==> config.mk <==
export PLATFORM = sky130hd
export DESIGN_NAME = npusch_ru_scheduler_flat
export DESIGN_NICKNAME = d
export VERILOG_FILES = /design/src/rtl/npusch_ru_scheduler_if.sv /design/src/rtl/npusch_ru_scheduler.sv /design/src/flat_wrapper.sv
export SDC_FILE = /design/constraint.sdc
export NUM_CORES = 1
export LEC_CHECK = 0
export CAP_MARGIN = 20
export CORE_MARGIN = 3
export CORE_UTILIZATION = 30
export CTS_BUF_LIST = sky130_fd_sc_hd__clkbuf_8
export CTS_CLUSTER_DIAMETER = 100
export DETAILED_ROUTE_END_ITERATION = 10
export PLACE_DENSITY = 0.61
export SLEW_MARGIN = 5
export SYNTH_ARGS = -nofsm -noshare
export SYNTH_HDL_FRONTEND = slang
export SYNTH_SLANG_ARGS = --single-unit
==> constraint.sdc <==
create_clock -name clk -period 3.3 [get_ports clk]
set_input_delay 0.66 -clock clk [delete_from_list [all_inputs] [get_ports clk]]
set_output_delay 0.66 -clock clk [all_outputs]
set_load 0.05 [all_outputs]
==> src/rtl/npusch_ru_scheduler_if.sv <==
// Grant-in / beat-out bundle for the NPUSCH RU scheduler.
// The master modport is the scheduler side; the slave modport is the grant source plus beat consumer.
interface npusch_ru_scheduler_if #(
  parameter int ADDR_W = 11,
  parameter int NRU_W  = 3
);
  logic              start;
  logic [4:0]        isc;
  logic [NRU_W-1:0]  n_ru;
  logic [ADDR_W-1:0] base_addr;
  logic              out_valid;
  logic              out_ready;
  logic [ADDR_W-1:0] rd_addr;
  logic [3:0]        tone_idx;
  logic              dmrs;
  logic [2:0]        sym_idx;
  logic              sym_last;
  logic [7:0]        slot_idx;
  logic              busy;
  logic              done;
  logic              cfg_err;

  modport master (
    input  start, isc, n_ru, base_addr, out_ready,
    output out_valid, rd_addr, tone_idx, dmrs, sym_idx, sym_last, slot_idx, busy, done, cfg_err
  );

  modport slave (
    output start, isc, n_ru, base_addr, out_ready,
    input  out_valid, rd_addr, tone_idx, dmrs, sym_idx, sym_last, slot_idx, busy, done, cfg_err
  );
endinterface

==> src/rtl/npusch_ru_scheduler.sv <==
// Sequences one NPUSCH grant into (slot, symbol, tone) beats with symbol-memory read addresses.
// First beat one cycle after start; beats advance only on out_valid & out_ready and hold while stalled.
module npusch_ru_scheduler #(
  parameter int ADDR_W   = 11,
  parameter int NRU_W    = 3,
  parameter int DMRS_SYM = 3
) (
  input  logic                   clk,
  input  logic                   reset,
  npusch_ru_scheduler_if.master  bus
);

  typedef enum logic [1:0] {IDLE, RUN, DONE} state_t;

  state_t            state, state_nx;
  logic [3:0]        dec_base;
  logic [3:0]        dec_cnt;
  logic [2:0]        dec_shift;
  logic [7:0]        dec_slots;
  logic              legal;

  logic [3:0]        tone_base, tone_last, tone;
  logic [2:0]        sym;
  logic [7:0]        slot, slot_last;
  logic [ADDR_W-1:0] addr;
  logic              cfg_err_q;

  logic run, accept, is_dmrs, last_tone, last_sym, last_slot, last_beat, grant_ok;

  // ISC -> tone allocation; slots per RU is 2^dec_shift
  always_comb begin
    dec_base  = 4'd0;
    dec_cnt   = 4'd1;
    dec_shift = 3'd4;
    case (bus.isc) inside
      [5'd0:5'd11]: begin dec_base = bus.isc[3:0]; dec_cnt = 4'd1; dec_shift = 3'd4; end
      5'd12:        begin dec_base = 4'd0;  dec_cnt = 4'd3;  dec_shift = 3'd3; end
      5'd13:        begin dec_base = 4'd3;  dec_cnt = 4'd3;  dec_shift = 3'd3; end
      5'd14:        begin dec_base = 4'd6;  dec_cnt = 4'd3;  dec_shift = 3'd3; end
      5'd15:        begin dec_base = 4'd9;  dec_cnt = 4'd3;  dec_shift = 3'd3; end
      5'd16:        begin dec_base = 4'd0;  dec_cnt = 4'd6;  dec_shift = 3'd2; end
      5'd17:        begin dec_base = 4'd6;  dec_cnt = 4'd6;  dec_shift = 3'd2; end
      5'd18:        begin dec_base = 4'd0;  dec_cnt = 4'd12; dec_shift = 3'd1; end
      default:      begin dec_base = 4'd0;  dec_cnt = 4'd1;  dec_shift = 3'd4; end
    endcase
  end

  assign dec_slots = 8'(bus.n_ru) << dec_shift;
  assign legal     = (bus.isc <= 5'd18) && (bus.n_ru != '0);
  assign grant_ok  = (state == IDLE) && bus.start && legal;

  assign run       = (state == RUN);
  assign accept    = run && bus.out_ready;
  assign is_dmrs   = (sym == 3'(DMRS_SYM));
  assign last_tone = (tone == tone_last);
  assign last_sym  = (sym == 3'd6);
  assign last_slot = (slot == slot_last);
  assign last_beat = last_tone && last_sym && last_slot;

  always_ff @(posedge clk) begin
    if (reset) state <= IDLE;
    else       state <= state_nx;
  end

  always_comb begin
    state_nx = state;
    case (state)
      IDLE:    if (grant_ok) state_nx = RUN;
      RUN:     if (accept && last_beat) state_nx = DONE;
      DONE:    state_nx = IDLE;
      default: state_nx = IDLE;
    endcase
  end

  always_ff @(posedge clk) begin
    if (reset) begin
      tone_base <= '0;
      tone_last <= '0;
      tone      <= '0;
      sym       <= '0;
      slot      <= '0;
      slot_last <= '0;
      addr      <= '0;
      cfg_err_q <= 1'b0;
    end else begin
      cfg_err_q <= (state == IDLE) && bus.start && !legal;
      if (grant_ok) begin
        tone_base <= dec_base;
        tone_last <= dec_base + dec_cnt - 4'd1;
        tone      <= dec_base;
        sym       <= '0;
        slot      <= '0;
        slot_last <= dec_slots - 8'd1;
        addr      <= bus.base_addr;
      end else if (accept) begin
        // DMRS beats carry no data, so the memory pointer skips them
        if (!is_dmrs) addr <= addr + ADDR_W'(1);
        if (last_tone) begin
          tone <= tone_base;
          if (last_sym) begin
            sym  <= '0;
            slot <= slot + 8'd1;
          end else begin
            sym <= sym + 3'd1;
          end
        end else begin
          tone <= tone + 4'd1;
        end
      end
    end
  end

  assign bus.out_valid = run;
  assign bus.rd_addr   = run ? addr : '0;
  assign bus.tone_idx  = run ? tone : '0;
  assign bus.dmrs      = run && is_dmrs;
  assign bus.sym_idx   = run ? sym : '0;
  assign bus.sym_last  = run && last_tone;
  assign bus.slot_idx  = run ? slot : '0;
  assign bus.busy      = (state != IDLE);
  assign bus.done      = (state == DONE);
  assign bus.cfg_err   = cfg_err_q;

endmodule

==> src/flat_wrapper.sv <==
// flat-port wrapper written by rule: the top's interface ports become plain ports
module npusch_ru_scheduler_flat 
#(
  parameter int ADDR_W   = 11,
  parameter int NRU_W    = 3,
  parameter int DMRS_SYM = 3
)
  (clk, reset, bus_start, bus_isc, bus_n_ru, bus_base_addr, bus_out_ready, bus_out_valid, bus_rd_addr, bus_tone_idx, bus_dmrs, bus_sym_idx, bus_sym_last, bus_slot_idx, bus_busy, bus_done, bus_cfg_err);
  npusch_ru_scheduler_if #(.ADDR_W(ADDR_W), .NRU_W(NRU_W)) bus_i ();
  input  logic clk;
  input  logic reset;
  input wire logic [$bits(bus_i.start)-1:0] bus_start;
  input wire logic [$bits(bus_i.isc)-1:0] bus_isc;
  input wire logic [$bits(bus_i.n_ru)-1:0] bus_n_ru;
  input wire logic [$bits(bus_i.base_addr)-1:0] bus_base_addr;
  input wire logic [$bits(bus_i.out_ready)-1:0] bus_out_ready;
  output wire logic [$bits(bus_i.out_valid)-1:0] bus_out_valid;
  output wire logic [$bits(bus_i.rd_addr)-1:0] bus_rd_addr;
  output wire logic [$bits(bus_i.tone_idx)-1:0] bus_tone_idx;
  output wire logic [$bits(bus_i.dmrs)-1:0] bus_dmrs;
  output wire logic [$bits(bus_i.sym_idx)-1:0] bus_sym_idx;
  output wire logic [$bits(bus_i.sym_last)-1:0] bus_sym_last;
  output wire logic [$bits(bus_i.slot_idx)-1:0] bus_slot_idx;
  output wire logic [$bits(bus_i.busy)-1:0] bus_busy;
  output wire logic [$bits(bus_i.done)-1:0] bus_done;
  output wire logic [$bits(bus_i.cfg_err)-1:0] bus_cfg_err;
  assign bus_i.start = bus_start;
  assign bus_i.isc = bus_isc;
  assign bus_i.n_ru = bus_n_ru;
  assign bus_i.base_addr = bus_base_addr;
  assign bus_i.out_ready = bus_out_ready;
  assign bus_out_valid = bus_i.out_valid;
  assign bus_rd_addr = bus_i.rd_addr;
  assign bus_tone_idx = bus_i.tone_idx;
  assign bus_dmrs = bus_i.dmrs;
  assign bus_sym_idx = bus_i.sym_idx;
  assign bus_sym_last = bus_i.sym_last;
  assign bus_slot_idx = bus_i.slot_idx;
  assign bus_busy = bus_i.busy;
  assign bus_done = bus_i.done;
  assign bus_cfg_err = bus_i.cfg_err;
  npusch_ru_scheduler #(.ADDR_W(ADDR_W), .NRU_W(NRU_W), .DMRS_SYM(DMRS_SYM)) u_core (.clk(clk), .reset(reset), .bus(bus_i));
endmodule
==> impl_metrics.py, run 1 <==
metrics = {
    "status": {
        "outcome": "finished, final reports clean",
    },
    "timing": {
        "rsz0062_at_grt": "false",
        "tightestPinTransition_ns": 0.7710,
        "tns_ns": 0,
        "finalHoldViolations": 0,
        "skew_ns": 0.005039,
        "final.min_clock_period_ns": 2.932,
        "finalCritPeriodShare_pct": 88.85,
        "slew-limit-headroom_pct": 48.41,
        "fmax_mhz": 341.1,
        "finalSetupViolations": 0,
        "slew_violations": 0,
    },
    "critical_path": {
        "cp.arrival_ns": 3.11,
        "critPathMaxFanout": 6,
        "cp_data_required_time_ns": 3.48,
        "worstSetupPathType": "input port to register",
        "end_kind": "register",
        "start_kind": "input port",
    },
    "yosys": {
        "synth_sequential_area_ratio_pct": 31.69,
        "synth_seq_cells": 45,
        "yosys.area_share.adder_pct": 4.665,
        "yosysTopAreaCell": "dfxtp_1",
        "yosys-top-cells-count": "dfxtp_1 (45), nor2_1 (40), nand2_1 (36)",
        "synth_cells": 356,
        "netlist_area_mm2": 0.002843,
        "yosys-top-cells-area": "dfxtp_1 (32%), and2_1 (6.6%), xnor2_1 (5.9%), nor2_1 (5.3%), nand2_1 (4.8%)",
        "yosys.area_share.xor_xnor_pct": 9.859,
        "syn_area_per_cell_um2": 7.985,
        "synthMostInstantiatedCell": "dfxtp_1",
        "synth_top_family_by_area": "simple AND/OR/NAND/NOR gates",
        "synth_compound_area_share_pct": 16.77,
        "synthMuxAreaShare_pct": 1.056,
        "synth-async-reset-ratio_pct": 0,
        "synth_edf_count": 0,
        "yosysWarnings": 0,
        "synthDistinctLibCells": 53,
        "synthSimpleGateAreaFrac_pct": 31.34,
        "synthFlopType": "dfxtp_1",
        "synth_top_area_share_pct": 31.69,
        "syn_nets": 389,
    },
    "floorplan": {
        "num_rows": 34,
        "core_area_mm2": 0.008976,
        "dieHeight_um": 103.3,
        "start_util_pct": 31.67,
        "ios": 55,
        "fp.dieW_um": 103.3,
        "fp.dieArea_mm2": 0.01068,
    },
    "clock_tree": {
        "clk_latency_ns": 0.29,
        "cts_buffer_depth": 2,
        "cts_root_buf": "clkbuf_8",
        "cts_resized": 0,
        "cts.clk_slew.worst_paths_ns": 0.08,
        "cts_setup_buffers": 0,
        "cts.sinks": 45,
        "htree_levels": 2,
        "numCtsBuffers": 5,
        "cts_tree": "built",
        "holdBufCountCts": 0,
    },
    "grt": {
        "grt_max_degree": 25,
        "grt_pass1_vias": 2520,
        "grt_pass1_wl_um": 11960,
        "use_met1_pct": 19.06,
        "grt_use_total_pct": 13.83,
        "grt-busiest-layer": "met2",
        "antenna_found_initial": 0,
        "overflow": 0,
        "grtUsageMet2_pct": 21.86,
        "use_met3_pct": 2.414,
    },
    "drt": {
        "ant_nets": 0,
        "routed_wl_um": 7146,
        "first_pass_iters": 4,
        "drtIter0Drc": 117,
        "num_vias": 2648,
        "wl_per_cell_um": 13.18,
        "route.detailed.drc": 0,
        "viasPerCell": 4.886,
    },
    "placement": {
        "port-buffer-count": 54,
        "hpwl_um": 5591,
        "post_dp_cell_area_mm2": 0.003582,
        "gp_congestion": 0.8329,
    },
    "layout": {
        "num_antenna_cells": 0,
        "final_layout_size_suffix_gt1_share_pct": 7.692,
        "fin_area_mm2": 0.003684,
        "nFillCells": 898,
        "final_nets": 448,
        "area_growth_syn_to_layout_pct": 29.58,
    },
    "power_and_ir_drop": {
        "power_density_mw_per_mm2": 361.7,
        "leakagePower_nw": 1.341,
        "peakVddDrop_mv": 0.1640,
    },
    "flow_run": {
        "maxCapViolCount": 0,
    },
    "worst_hold_path": {
        "worstHoldPathType": "register to register",
    },
}
-- path summary, 6_finish.rpt --
path,start,endpoint,slack [ns],cells after the start
worst max-delay path,bus_isc[2],u_core.tone_last[3],0.37,11
worst min-delay path,u_core.tone_base[1],u_core.tone_base[1],0.46,2
worst max register to register,u_core.sym[0],u_core.addr[7],1.07,7
worst min register to register,u_core.tone_base[1],u_core.tone_base[1],0.46,2
-- flip-flops by register name, summed over array words and instances, names as in the netlist, 2 cells and up --
name and cells:
u_core.slot 8, u_core.tone_last 4, u_core.addr 11, u_core.slot_last 8, u_core.tone 4, u_core.state 2, u_core.tone_base 4, u_core.sym 3
-- worst max-delay path, cell delays in order --
cell             delay, ns
clkdlybuf4s50_1       0.49
nor4bb_1              0.41
a21oi_1               0.07
o22a_1                0.22
ha_1                  0.28
inv_1                 0.04
ha_1                  0.19
fa_1                  0.37
xnor2_1               0.18
xnor2_1               0.14
o21ai_1               0.07
-- area by class of cell --
class,instances,area [µm²],share of cell area (%)
Timing Repair Buffer,71,668.1,18.14
Multi-Input combinational cell,281,1814,49.25
Clock buffer,7,96.34,2.615
Tap cell,126,157.7,4.280
Clock inverter,1,5.005,0.1359
Sequential cell,45,900.9,24.46
Inverter,11,41.29,1.121
-- metrics by stage --
stage               cells  hold WS, ns  total power [W]  util [%]  setup WS, ns
CTS                   542       0.4570         0.001350     41.04        0.3534
detailed placement    534       0.4450        0.0009761     39.91       0.03739
floorplan             356       0.4288        0.0008544         -        0.5440
global placement      534       0.4388        0.0009705     39.91       0.08867
finish                542       0.4578         0.001332     41.04        0.3679
global route          542       0.4778         0.001409     41.04        0.1596
-- layout by cell type (no fill, tap or decap), types with 2 or more instances in the layout --
| master | n |
|---|---|
| a22o_1 | 3 |
| ha_1 | 9 |
| and3_1 | 3 |
| buf_4 | 17 |
| nand2_1 | 36 |
| a211o_1 | 2 |
| nor3_2 | 2 |
| nand3b_1 | 5 |
| inv_1 | 11 |
| nor2b_1 | 4 |
| o31ai_1 | 2 |
| nand4_1 | 9 |
| dfxtp_1 | 45 |
| o21ai_1 | 8 |
| or3_1 | 5 |
| xor2_1 | 13 |
| a31oi_1 | 2 |
| nand3_1 | 13 |
| clkdlybuf4s50_1 | 54 |
| xnor2_1 | 19 |
| o211ai_1 | 6 |
| a21boi_0 | 2 |
| nor4bb_1 | 2 |
| nor3_1 | 2 |
| a311oi_1 | 4 |
| nor2_1 | 40 |
| a21oi_1 | 18 |
| clkbuf_8 | 7 |
| o32a_1 | 2 |
| and2_1 | 30 |
| nand2b_1 | 3 |
| a211oi_1 | 7 |
| or3b_1 | 2 |
| o22a_1 | 2 |
| o21ai_0 | 6 |
| mux2i_1 | 3 |
-- power by group --
group | total (W) | switching (W) | internal (W)
Clock | 0.000369 | 0.000180 | 0.000189
Sequential | 0.000607 | 0.0000310 | 0.000576
Combinational | 0.000356 | 0.000206 | 0.000151
-- layer usage --
metal  vias up  share of wire, %
met2        50                46
li1       1361                 -
met4         0               1.1
met1      1231                49
met5         -                 0
met3         6               4.3
-- kinds of logic after synthesis --
kind of cell | count (synthesis)
and+or+nand+nor | 166
AOI/OAI and AO/OA | 69
adders and majority gates | 10
buffers and inverters | 30
xor gates and xnor gates | 32
DFF | 45
other | 1
muxes | 3
Power figures use the tool's default switching activity.
==> inputs of run 2 (changes only) <==
CELL_PAD_IN_SITES_DETAIL_PLACEMENT = 1   (was not set)
CELL_PAD_IN_SITES_GLOBAL_PLACEMENT = 2   (was not set)
HOLD_SLACK_MARGIN = 0.03   (was not set)
PLACE_DENSITY = 0.9   (was 0.61)
==> run 2 against run 1 <==
Critical endpoint unchanged. Cell area hardly changed. Register-to-register slack barely moved. Largest cell class unchanged. Via count increased by 3.1%. Clock power decreased by 12%. Clock-buffer cell count down 2.
==> impl_metrics.py, run 2 (synthesis gave the netlist of run 1 again) <==
metrics = {
    "drt": {
        "num_vias": 2731,
        "route.detailed.drc": 0,
        "viasPerCell": 5.011,
        "first_pass_iters": 4,
        "routed_wl_um": 8012,
        "ant_nets": 0,
        "drtIter0Drc": 89,
        "wl_per_cell_um": 14.70,
    },
    "clock_tree": {
        "cts_root_buf": "clkbuf_8",
        "cts_buffer_depth": 2,
        "cts_resized": 0,
        "holdBufCountCts": 0,
        "cts.clk_slew.worst_paths_ns": 0.08,
        "cts.sinks": 45,
        "clk_latency_ns": 0.30,
        "cts_tree": "built",
        "cts_setup_buffers": 0,
        "numCtsBuffers": 5,
        "htree_levels": 2,
    },
    "grt": {
        "overflow": 0,
        "grt_pass1_vias": 2767,
        "grt_use_total_pct": 15.80,
        "grt_pass1_wl_um": 13410,
        "grt_max_degree": 25,
        "antenna_found_initial": 0,
    },
    "placement": {
        "hpwl_um": 6315,
        "dpl_worst_slack_ns": -0.09205,
        "gp_congestion": 0.8083,
        "port-buffer-count": 54,
    },
    "floorplan": {
        "fp.dieArea_mm2": 0.01068,
        "dieHeight_um": 103.3,
        "core_area_mm2": 0.008976,
        "start_util_pct": 31.67,
        "ios": 55,
        "fp.dieW_um": 103.3,
        "num_rows": 34,
    },
    "timing": {
        "finalHoldViolations": 0,
        "skew_ns": 0.006470,
        "tightestPinTransition_ns": 0.7144,
        "tns_ns": 0,
        "slew-limit-headroom_pct": 52.20,
        "setup_slack_ns": 0.2688,
        "fmax_mhz": 329.9,
        "finalCritPeriodShare_pct": 91.86,
        "finalSetupViolations": 0,
        "slew_violations": 0,
        "rsz0062_at_grt": "false",
        "final.min_clock_period_ns": 3.031,
    },
    "power_and_ir_drop": {
        "peakVddDrop_mv": 0.1563,
        "power_density_mw_per_mm2": 353.2,
        "leakagePower_nw": 1.353,
    },
    "layout": {
        "final_nets": 451,
        "top_register": "u_core.addr",
        "largest_register_ffs": 11,
        "final_common_cell": "clkdlybuf4s50_1",
        "reg_top3": "u_core.addr (11), u_core.slot (8), u_core.slot_last (8)",
        "area_growth_syn_to_layout_pct": 29.62,
        "layout_common_cells": "clkdlybuf4s50_1 (54), dfxtp_1 (45), nor2_1 (40)",
        "num_antenna_cells": 0,
        "final_layout_size_suffix_gt1_share_pct": 7.637,
        "regArea_um2": 900.9,
        "nFillCells": 1085,
        "multi_input_area_mm2": 0.001814,
    },
    "critical_path": {
        "start_kind": "input port",
        "cp_data_required_time_ns": 3.48,
        "cp.arrival_ns": 3.21,
        "slowest_stage": "clkdlybuf4s50_1",
        "critPathMaxStageDelay_ns": 0.47,
        "worstSetupPathType": "input port to register",
        "end_kind": "register",
        "critPathMaxFanout": 4,
        "crit_chain": "clkdlybuf4s50_1 > nor4bb_1 > a21oi_1 > o22a_1 > ha_1 > inv_1 > ha_1 > fa_1 > xnor2_1 > xnor2_1 > o21ai_1",
    },
    "flow_run": {
        "maxCapViolCount": 0,
    },
    "worst_hold_path": {
        "worstHoldPathType": "register to register",
    },
    "status": {
        "outcome": "finished, final reports clean",
    },
}
-- run 2: worst paths after layout --
| check | start | end | slack (ns) | depth (start not counted) |
|---|---|---|---|---|
| setup / recovery | bus_isc[2] | u_core.tone_last[3] | 0.27 | 11 |
| hold / removal | u_core.tone_base[2] | u_core.tone_base[2] | 0.46 | 2 |
| setup reg to reg | u_core.sym[0] | u_core.addr[8] | 1.06 | 8 |
| hold reg to reg | u_core.tone_base[2] | u_core.tone_base[2] | 0.46 | 2 |
-- run 2: layout make-up --
cell class | instances | share of cell area [%]
multi-input combinational | 281 | 49.24
sequential | 45 | 24.45
timing repair buffer | 74 | 18.74
tap | 126 | 4.278
clock buffer | 5 | 1.868
inverter | 11 | 1.121
clock inverter | 3 | 0.3056
-- run 2: critical path: cells and delay by family --
family | cells | cell delay (ns)
adder cells (fa/ha/maj) | 3 | 0.88
AND/OR/NAND/NOR | 1 | 0.43
XOR/XNOR | 2 | 0.34
AO/OA/AOI/OAI | 3 | 0.39
buffers and inverters | 2 | 0.51
-- run 2: layer usage --
layer  vias to the layer above  track usage [%]  wire (µm)
met3                         5            1.811        239
met4                         0            4.482         80
li1                       1362                -          -
met1                      1324            21.15       3803
met5                         -                0          0
met2                        40            26.81       3889
-- run 2: metrics by stage --
step	hold WS [ns]	utilization, %	power, W	area, µm²	std cells
3_3_place_gp	0.4386	40.16	0.0009780	3605	537
6_report	0.4595	41.05	0.001302	3685	545
2_1_floorplan	0.4288	-	0.0008544	2843	356
3_5_place_dp	0.4496	40.16	0.0009922	3605	537
4_1_cts	0.4609	41.05	0.001315	3685	545
5_1_grt	0.4816	41.05	0.001379	3685	545
-- run 2: report_power, final --
group          internal, W  total [W]  leakage (nW)  switching, W
clock network     0.000142   0.000324        0.0519      0.000183
logic             0.000155   0.000370         0.934      0.000215
registers         0.000576   0.000607         0.367     0.0000318
total             0.000872    0.00130          1.35      0.000430
==> inputs of run 3 (changes only) <==
CORE_MARGIN = 2   (was 3)
CTS_CLUSTER_DIAMETER = 30   (was 100)
==> run 3 against run 2 <==
Non-clock buffer count grew 1. Cell area grew 1.2%. Sequential power is essentially flat. Hold slack gained 0.0040 ns. Global-route usage shrank 0.25 points. Flip-flop and latch count is the same. Critical path depth shrank 6. Utilization shrank 0.52 points. Largest cell class unchanged. Highest routed layer unchanged.
==> impl_metrics.py, run 3 (synthesis gave the netlist of run 1 again) <==
metrics = {
    "layout": {
        "area_growth_syn_to_layout_pct": 31.12,
        "finish.utilization_pct": 40.53,
        "num_antenna_cells": 0,
        "top_register": "u_core.addr",
        "final_nets": 452,
        "reg_top3": "u_core.addr (11), u_core.slot (8), u_core.slot_last (8)",
        "final_layout_size_suffix_gt1_share_pct": 8.571,
        "largest_register_ffs": 11,
        "nFillCells": 1124,
        "layout_common_cells": "clkdlybuf4s50_1 (54), dfxtp_1 (45), nor2_1 (40)",
        "final_common_cell": "clkdlybuf4s50_1",
    },
    "power_and_ir_drop": {
        "seq_power_share_pct": 41.3,
        "p_clk_share_pct": 33.9,
        "leakagePower_nw": 1.376,
        "switchingPower_w": 0.0004378,
        "total_power_w": 0.001468,
        "internal_power_w": 0.001030,
        "power_density_mw_per_mm2": 393.8,
        "p_sw_share_pct": 29.83,
        "peakVddDrop_mv": 0.2192,
        "p_comb_share_pct": 24.7,
    },
    "flow_run": {
        "maxCapViolCount": 0,
    },
    "timing": {
        "slew-limit-headroom_pct": 52.46,
        "fmax_mhz": 335.2,
        "finalHoldViolations": 0,
        "skew_ns": 0.007047,
        "slew_violations": 0,
        "tightestPinTransition_ns": 0.7104,
        "finalSetupViolations": 0,
        "final.min_clock_period_ns": 2.983,
        "finalCritPeriodShare_pct": 90.41,
        "rsz0062_at_grt": "false",
        "whs_ns": 0.4636,
    },
    "clock_tree": {
        "cts_tree": "built",
        "cts_root_buf": "clkbuf_8",
        "cts.clk_slew.worst_paths_ns": 0.09,
        "cts_resized": 0,
        "htree_levels": 2,
        "clk_latency_ns": 0.30,
        "cts_setup_buffers": 0,
        "cts.sinks": 45,
        "cts_buffer_depth": 2,
        "numCtsBuffers": 5,
        "holdBufCountCts": 0,
    },
    "drt": {
        "route.detailed.drc": 0,
        "num_vias": 2680,
        "ant_nets": 0,
        "drtIter0Drc": 76,
        "routed_wl_um": 7843,
        "wl_per_cell_um": 14.77,
        "viasPerCell": 5.047,
        "first_pass_iters": 4,
    },
    "floorplan": {
        "num_rows": 35,
        "fp.dieW_um": 101.3,
        "start_util_pct": 30.91,
        "core_area_mm2": 0.009196,
        "fp.dieArea_mm2": 0.01027,
        "dieHeight_um": 101.3,
        "ios": 55,
    },
    "critical_path": {
        "start_kind": "register",
        "critPathMaxFanout": 12,
        "end_kind": "primary output",
        "cp.arrival_ns": 2.32,
        "critPathMaxStageDelay_ns": 0.82,
        "worstSetupPathType": "register to primary output",
        "crit_chain": "or2b_1 > inv_1 > buf_4 > and2_1 > clkdlybuf4s50_1",
        "cp_data_required_time_ns": 2.64,
        "slowest_stage": "clkdlybuf4s50_1",
    },
    "worst_hold_path": {
        "worstHoldPathType": "register to register",
    },
    "grt": {
        "grt_pass1_wl_um": 12900,
        "grt_use_total_pct": 15.55,
        "antenna_found_initial": 0,
        "overflow": 0,
        "grt_pass1_vias": 2662,
        "grt_max_degree": 24,
    },
    "placement": {
        "gp_congestion": 0.8322,
        "port-buffer-count": 54,
        "hpwl_um": 6275,
    },
    "status": {
        "outcome": "finished, final reports clean",
    },
}
==> run 3: cell types whose count changed in the layout (fill, tap and decap cells not counted) <==
cell       previous run  this run
buf_4                20        21
bufinv_16             0         2
clkinv_2              0         1
inv_1                14        11
==> run 3: routing by layer <==
metal / track usage, % / vias to the layer above / share of wire [%]
met2: 27.92 / 38 / 48
met4: 2.807 / 0 / 0.83
met3: 2.139 / 4 / 2.1
li1: - / 1368 / -
met5: 0 / - / 0
met1: 20.03 / 1270 / 49
==> run 3: power groups by stage <==
stage	clock (W)	sequential [W]	combinational, W
after detailed placement	0	0.000620	0.000366
after floorplan	0	0.000613	0.000241
after CTS	0.000509	0.000608	0.000368
final	0.000498	0.000607	0.000363
after global routing	0.000525	0.000613	0.000401
after global placement	0	0.000618	0.000358
==> run 3: worst max-delay path, delay by kind of cell, from the launching register on <==
family / cells / cell delay, ns
AND/OR/NAND/NOR: 2 / 0.50
buffers and inverters: 3 / 1.12
flip-flops: 1 / 0.41
==> run 3: path summary, 6_finish.rpt <==
| check | start | end | slack, ns | cells past startpoint |
|---|---|---|---|---|
| max | u_core.state[0] | bus_rd_addr[8] | 0.32 | 5 |
| min | u_core.slot_last[0] | u_core.slot_last[0] | 0.46 | 2 |
| max reg2reg | u_core.sym[0] | u_core.addr[8] | 1.09 | 8 |
| min reg2reg | u_core.slot_last[0] | u_core.slot_last[0] | 0.46 | 2 |
==> run 3: area by class of cell <==
cell class	instances	area (µm²)	area share (%)
Clock inverter	3	65.06	1.746
Sequential cell	45	900.9	24.17
Multi-Input combinational cell	281	1814	48.67
Inverter	11	41.29	1.108
Clock buffer	5	68.82	1.846
Tap cell	111	138.9	3.726
Timing Repair Buffer	75	698.2	18.73
==> run 3: per-stage QoR <==
| step | std cells | setup slack [ns] | setup TNS, ns | area (µm²) |
|---|---|---|---|---|
| floorplan | 356 | 0.5440 | 0 | 2843 |
| global placement | 523 | 0.1046 | 0 | 3593 |
| detailed placement | 523 | -0.005030 | -0.005030 | 3593 |
| CTS | 531 | 0.2850 | 0 | 3727 |
| global route | 531 | 0.1892 | 0 | 3727 |
| finish | 531 | 0.3166 | 0 | 3727 |
